--- config.mk ---
export PLATFORM = sky130hd
export DESIGN_NAME = aer_event_fifo
export DESIGN_NICKNAME = d
export VERILOG_FILES = /design/src/rtl/aer_event_fifo.sv
export SDC_FILE = /design/constraint.sdc
export NUM_CORES = 1
export LEC_CHECK = 0
export BUFFER_PORTS_ARGS = -buffer_cell sky130_fd_sc_hd__buf_2
export CAP_MARGIN = 25
export CORE_MARGIN = 2
export CORE_UTILIZATION = 40
export DETAILED_ROUTE_END_ITERATION = 16
export PLACE_DENSITY_LB_ADDON = 0.3
export SLEW_MARGIN = 20
export SYNTH_ARGS = -nofsm -noshare
export SYNTH_HDL_FRONTEND = slang
export SYNTH_SLANG_ARGS = --single-unit
--- constraint.sdc ---
create_clock -name clk -period 6.1 [get_ports clk]
set_input_delay 0 -clock clk [delete_from_list [all_inputs] [get_ports clk]]
set_output_delay 0 -clock clk [all_outputs]
set_load 0.01 [all_outputs]
--- src/rtl/aer_event_fifo.sv ---
// AER event buffer: captures {timestamp, address} strobes into a FIFO and
// drains each event as two 32-bit words (address, then timestamp) over valid/ready.
module aer_event_fifo #(
   parameter int ADDR_W = 4,
   parameter int OVF_W  = 16
) (
   input  logic              clk,
   input  logic              rst_n,
   input  logic              evt_valid,
   input  logic [31:0]       evt_addr,
   input  logic [31:0]       evt_time,
   output logic [31:0]       m_data,
   output logic              m_valid,
   input  logic              m_ready,
   output logic              m_last,
   output logic [ADDR_W:0]   fifo_level,
   output logic [OVF_W-1:0]  overflow_cnt,
   input  logic              clr_ovf
);

   localparam int              DEPTH     = 1 << ADDR_W;
   localparam logic [ADDR_W:0] DEPTH_LVL = (ADDR_W+1)'(DEPTH);

   typedef enum logic [1:0] {IDLE, W0, W1} state_t;

   state_t              state_q, state_d;
   logic [63:0]         mem [DEPTH];
   logic [ADDR_W-1:0]   wr_ptr, rd_ptr;
   logic [63:0]         head;
   logic [31:0]         time_hold;
   logic                fifo_full, fifo_empty;
   logic                wr_en, drop, pop;
   logic                unused_head_hi;

   // Fullness is judged on the pre-edge level, so a same-cycle pop never rescues a write.
   assign fifo_full      = (fifo_level == DEPTH_LVL);
   assign fifo_empty     = (fifo_level == '0);
   assign wr_en          = evt_valid && !fifo_full;
   assign drop           = evt_valid && fifo_full;
   assign head           = mem[rd_ptr];
   assign unused_head_hi = ^head[31:17];

   always_comb begin
      state_d = state_q;
      pop     = 1'b0;
      case (state_q)
         IDLE: begin
            if (!fifo_empty) begin
               pop     = 1'b1;
               state_d = W0;
            end
         end
         W0: begin
            if (m_ready) state_d = W1;
         end
         W1: begin
            if (m_ready) begin
               if (!fifo_empty) begin
                  pop     = 1'b1;
                  state_d = W0;
               end else begin
                  state_d = IDLE;
               end
            end
         end
         default: state_d = IDLE;
      endcase
   end

   always_ff @(posedge clk or negedge rst_n) begin
      if (!rst_n) state_q <= IDLE;
      else        state_q <= state_d;
   end

   always_ff @(posedge clk) begin
      if (wr_en) mem[wr_ptr] <= {evt_time, evt_addr};
   end

   always_ff @(posedge clk or negedge rst_n) begin
      if (!rst_n) begin
         wr_ptr     <= '0;
         rd_ptr     <= '0;
         fifo_level <= '0;
      end else begin
         if (wr_en) wr_ptr <= wr_ptr + ADDR_W'(1);
         if (pop)   rd_ptr <= rd_ptr + ADDR_W'(1);
         case ({wr_en, pop})
            2'b10:   fifo_level <= fifo_level + (ADDR_W+1)'(1);
            2'b01:   fifo_level <= fifo_level - (ADDR_W+1)'(1);
            default: fifo_level <= fifo_level;
         endcase
      end
   end

   // Timestamp of the in-flight event waits here until word 0 is accepted.
   always_ff @(posedge clk) begin
      if (pop) time_hold <= head[63:32];
   end

   always_ff @(posedge clk or negedge rst_n) begin
      if (!rst_n) begin
         m_data  <= '0;
         m_valid <= 1'b0;
         m_last  <= 1'b0;
      end else if (pop) begin
         m_data  <= {1'b1, 14'd0, head[16:0]};
         m_valid <= 1'b1;
         m_last  <= 1'b0;
      end else if (state_q == W0 && m_ready) begin
         m_data  <= time_hold;
         m_last  <= 1'b1;
      end else if (state_q == W1 && m_ready) begin
         m_valid <= 1'b0;
         m_last  <= 1'b0;
      end
   end

   always_ff @(posedge clk or negedge rst_n) begin
      if (!rst_n) begin
         overflow_cnt <= '0;
      end else if (clr_ovf) begin
         overflow_cnt <= drop ? OVF_W'(1) : '0;
      end else if (drop && overflow_cnt != '1) begin
         overflow_cnt <= overflow_cnt + OVF_W'(1);
      end
   end

endmodule
# Yosys cells after proc, flatten, opt, wreduce, memory -nomap -nowiden

Memory sizes are Yosys's and may differ from the RTL's.
Cells that the tools add are included.

Add/sub/neg operators: 5
Eq/ne operators: 10
Multiplexer cells: 21
Reduce and logical (&&, ||, !) cells: 15

Operators by type and width:

| cell                                                 | count |
|---|---|
| two-way mux 32 bit                                   | 2 |
| two-way mux 16 bit                                   | 2 |
| adder 16 x 1 -> 16 bit (second input constant)       | 1 |
| != test 16 bit (second input constant)               | 1 |
| two-way mux 1 bit                                    | 11 |
| case mux 5 bit (2 select lines)                      | 1 |
| adder 4 x 1 -> 4 bit (second input constant)         | 2 |
| != test 2 bit (second input constant)                | 4 |
| nonzero test 2 bit                                   | 4 |
| two-way mux 2 bit                                    | 3 |
| case mux 2 bit (3 select lines)                      | 1 |
| adder 5 x 1 -> 5 bit (second input constant)         | 1 |
| equality test 5 bit (second input constant)          | 1 |
| logical AND 1 bit                                    | 5 |
| zero test 5 bit                                      | 1 |
| subtractor 5 x 1 -> 5 bit (second input constant)    | 1 |
| equality test 2 x 1 -> 1 bit (second input constant) | 2 |
| equality test 2 bit (second input constant)          | 2 |
| AND reduction 3 bit                                  | 1 |
| nonzero test 3 bit                                   | 1 |
| zero test 2 bit                                      | 1 |
| case mux 1 bit (2 select lines)                      | 1 |
| AND reduction 2 bit                                  | 1 |
| zero test 1 bit                                      | 1 |

Memories: 1
Memory bits (writable): 1024
Bits in registers: 97
Input port bits: 69

Memory list:

| memory | depth | width | rd ports | clocked after Yosys merged registers in | write ports | line | text |
|---|---|---|---|---|---|---|---|
| mem    | 16    | 64    | 1        | 0                                       | 1           | 27   | `logic [63:0] mem [DEPTH];` |

# Depth between registers and ports, before layout

Depth after elaboration: 6
Depth in mapped cells: 14
Depth with buffers taken out: 10

# Least setup slack after synthesis

No wires, ideal clock.

Kind: flip-flop to flip-flop
Start: reg fifo_level[2]
End: mem mem[3][0], enable pin
Library setup time: 516 ps
Path slack: 798 ps
Clock period less this slack: 5302 ps
Stages on the path, launching flop included: 6
Arrival time: 4786 ps
Data required time: 5584 ps
Cell sequence: dfrtp_1 > clkbuf_1 > nor4_4 > a21boi_1 > nand2_1 > nor3_1

Cells in the longest elaborated chain, start to end: 5

RTL lines:

| element                                 | line | text |
|---|---|---|
| from (decl)                             | 16   | `output logic [ADDR_W:0] fifo_level,` |
| from (signal assigned)                  | 88   | `2'b10: fifo_level <= fifo_level + (ADDR_W+1)'(1);` |
| from (signal assigned)                  | 89   | `2'b01: fifo_level <= fifo_level - (ADDR_W+1)'(1);` |
| from (signal assigned)                  | 90   | `default: fifo_level <= fifo_level;` |
| equality test 5 bit                     | 36   | `assign fifo_full = (fifo_level == DEPTH_LVL);` |
| zero test 1 bit                         | 38   | `assign wr_en = evt_valid && !fifo_full;` |
| logical AND 1 bit                       | 38   |  |
| two-way mux 1 bit                       | 76   | `if (wr_en) mem[wr_ptr] <= {evt_time, evt_addr};` |
| two-way mux 1 bit (not written as such) | 76   |  |
| to (decl)                               | 27   |  |

Every way passes these cells.

# Worst setup path in the final report

Start: reg fifo_level[1]
End: reg fifo_level[4]

Cells in the longest elaborated chain, start to end: 6
Elaborated cells between the ends (all ways): 13
Classes of those cells: add/sub: 2; eq/ne: 3; mux: 4; reduce/logical: 4

RTL lines:

| element                                                               | line   | text |
|---|---|---|
| zero test 5 bit                                                       | 37     | `assign fifo_empty = (fifo_level == '0);` |
| two-way mux 1 bit                                                     | 48, 58 |  |
| two-way mux 1 bit                                                     | 57     | `if (m_ready) begin` |
| case mux 1 bit (2 select lines)                                       | 46     | `case (state_q)` |
| equality test 2 x 1 -> 1 bit or equality test 2 bit (tied branches)   | 87     | `case ({wr_en, pop})` |
| case mux 5 bit (2 select lines) or nonzero test 2 bit (tied branches) | -      |  |

Parallel ways exist; a longest one is shown, timed or not.
A chain may end at the register's enable or synchronous reset.

==> impl_metrics.yaml <==
status:
  status: "completed"
sta:
  rsz0062_at_grt: "no"
  hold-worst-slack_ps: 129
  finClkSkew_ps: 18.1
  hold_viol_final: 0
  tns_ps: 0
  slew_violations: 0
  fin_crit_sh_pct: 52.5
  setup_viol: 0
  maxSlewHeadroom_pct: 31.1
  max_clock_freq_mhz: 312
  tightest_slew_ps: 1030
  fin_crit_ps: 3200
setup_path:
  r2r_cells: 10
  reg2reg_slack_ps: 2900
  critPathSlowestCell: "dfrtp_1"
  crit_top_cell: "ha_1"
  cp-start-kind: "flop"
  crit_type: "reg -> reg"
  end_kind: "flop"
  r2r_start: "fifo_level[1]$_DFFE_PN0P_"
  reg2reg_to: "fifo_level[4]$_DFFE_PN0P_"
  crit_fanout: 35
  crit_arrival_ps: 3750
  crit_start: "fifo_level[1]$_DFFE_PN0P_"
  cp.required_ps: 6640
  max_stage_delay_ps: 520
  crit_chain: "nor4_4, nand2b_1, and3_4, ha_1, xor2_1, ha_1, o211ai_1, mux2_1, o2111ai_1, xnor2_1"
power_and_ir_drop:
  seqPwrFrac_pct: 45.8
  combPwrFrac_pct: 25.3
  p_int_mw: 12.5
  swShare_pct: 28.6
  ir_worst_vdd_v: 0.000316
  p_clk_share_pct: 28.9
  p_per_area_nw_per_um2: 453
  leakagePower_nw: 12.5
  switchingPower_mw: 5.02
clock_tree:
  clkTransAtPathRegs_ps: 70
  cts.path.max_buffers: 3
  clk_latency_ps: 630
  cts.sinks: 881
  cts_made_buffers: 86
  cts_root_buf: "clkbuf_16"
  cts_tree: "built"
  htreeDepth: 3
routing:
  postRouteAntennaNets: 0
  topRoutingLayerUsed: "met5"
  wl_met2_um: 35800
  finalWirelength_um: 72400
  wl_per_cell_um: 25.4
  route.met3.wl_um: 4050
  drtIter0Drc: 1232
  via_count: 15731
  post_drt_via_cell_ratio: 5.53
  drt-pass1-iter-count: 5
  wl_met1_um: 31300
  drc: 0
logic_synthesis:
  yosysTopAreaCell: "edfxtp_1"
  syn_area_um2: 33500
  yosys.cell_types.count: 45
  syn_avg_cell_area_um2: 22.5
  synth_edf_count: 816
  synth_seq_area_share_pct: 78.0
  synth.ff_latch_count: 881
  yosys_warnings: 0
  synth_most_common_cell: "edfxtp_1"
  synth_commonest_cells: "edfxtp_1 (816), mux4_2 (228), dfrtp_1 (65)"
  synth_ff_type: "edfxtp_1"
  syn_inst: 1486
  synth.top_cell.area_share_pct: 73.1
  synth_area_leaders: "edfxtp_1 (73%), mux4_2 (15%), dfrtp_1 (4.9%)"
  syn_nets: 1563
  synth-async-reset-ratio_pct: 7.38
layout:
  layout-drive-gt1-share_pct: 29.9
  area_delta_synth_final_pct: 15.8
  num-nets-final: 1773
  fill_cells: 6794
  final_core_util_pct: 46.6
run:
  maxCapViolations: 0
min_path:
  min_path_type: "in -> async"
grt:
  grt_pass1_vias: 16371
  grt_pass1_wl_um: 108000
  antenna_found_initial: 6
  grt_max_degree: 109
  grt_usage_pct: 17.0
  grt.overflow.total: 0
floorplan:
  coreArea_um2: 83300
  dieArea_um2: 86100
  chipHeight_um: 293
  num_rows: 106
  die_w_um: 293
  io_pins: 124
  initial_core_util_pct: 40.2
placed_design:
  placement.io_buffers: 108
  place_congestion: 0.774
  post-dp-hpwl_um: 38000
==> metal layers <==
| metal | up-vias | track usage [%] |
|---|---|---|
| li1 | 6671 | - |
| met1 | 8513 | 23.7 |
| met2 | 444 | 28.3 |
| met3 | 97 | 2.47 |
| met4 | 6 | 4.52 |
| met5 | - | 0 |
==> sequential cells by signal, summed over array words and instances (netlist names), 2 cells and up <==
name and cells:
state_q 2, time_hold 32, fifo_level 5, rd_ptr 4
wr_ptr 4, mem 784, m_data 32, overflow_cnt 16
==> placed cells by master (no fill, tap or decap), types with 19 or more instances in the layout <==
master	instances
buf_2	107
mux4_2	228
dlygate4sd3_1	54
a211oi_1	20
clkbuf_16	89
a22oi_1	34
nand2_1	48
nor2_1	24
dfrtp_1	61
clkbuf_1	20
and2_1	19
buf_4	36
edfxtp_1	816
==> worst max-delay path: cells and delay by family (launching register included) <==
kind            cells  cell delay, ps
simple gates        3            1000
fa+ha+maj           2             630
flops               1             520
xor+xnor            2             330
compound gates      2             330
mux                 1             310
==> repair_timing <==
item,in CTS,in global routing
setup buffers,0,0
resized for setup,0,0
hold buffers,54,0
hold endpoints to repair,873,0
==> power by group through the flow <==
stage          Clock [mW]  Sequential, mW  Combinational, mW
3_5_place_dp            0            8.18               4.49
2_1_floorplan           0            7.90               3.25
4_1_cts              5.19            8.06               4.53
6_report             5.08            8.03               4.44
5_1_grt              5.40            8.12               4.78
3_3_place_gp            0            8.14               4.43
==> worst max-delay path by stage <==
stage / slack [ps] / cells after the start / end
floorplan: 800 / 5 / mem[3][0]$_DFFE_PP_
global placement: 3000 / 6 / mem[10][61]$_DFFE_PP_
detailed placement: 2910 / 10 / fifo_level[4]$_DFFE_PN0P_
CTS: 2890 / 6 / mem[9][61]$_DFFE_PP_
global route: 2630 / 10 / fifo_level[4]$_DFFE_PN0P_
finish: 2900 / 10 / fifo_level[4]$_DFFE_PN0P_
==> cell families (layout without fill, tap and decap cells) <==
family	after synthesis	in the layout	synth area share, %
multiplexers	233	233	15.5
AND/OR/NAND/NOR	146	146	2.23
AO/OA/AOI/OAI	107	107	2.20
other	0	2	0
flip-flops	881	881	78.0
XOR/XNOR	24	24	0.627
adder cells (fa/ha/maj)	8	8	0.299
buffers and inverters	87	365	1.17
==> through the flow <==
step                worst slack (ps)  instances  power, mW  instance area (µm²)
floorplan                        798       1486       11.2                33500
global placement                3000       2631       12.6                35500
detailed placement              2910       2632       12.7                35500
CTS                             2890       2842       17.8                38700
global route                    2630       2845       18.3                38800
finish                          2900       2846       17.6                38800
==> area by class of cell <==
type | instances | area, µm² | area share, %
Tap cell | 1080 | 1350 | 3.48
Antenna cell | 2 | 5.00 | 0.0129
Multi-Input combinational cell | 518 | 7100 | 18.3
Sequential cell | 881 | 26100 | 67.4
Inverter | 6 | 22.5 | 0.0581
Clock buffer | 110 | 2320 | 5.97
Timing Repair Buffer | 203 | 1480 | 3.81
Clock inverter | 46 | 370 | 0.955
No activity file was read; power rests on OpenSTA's default activity.
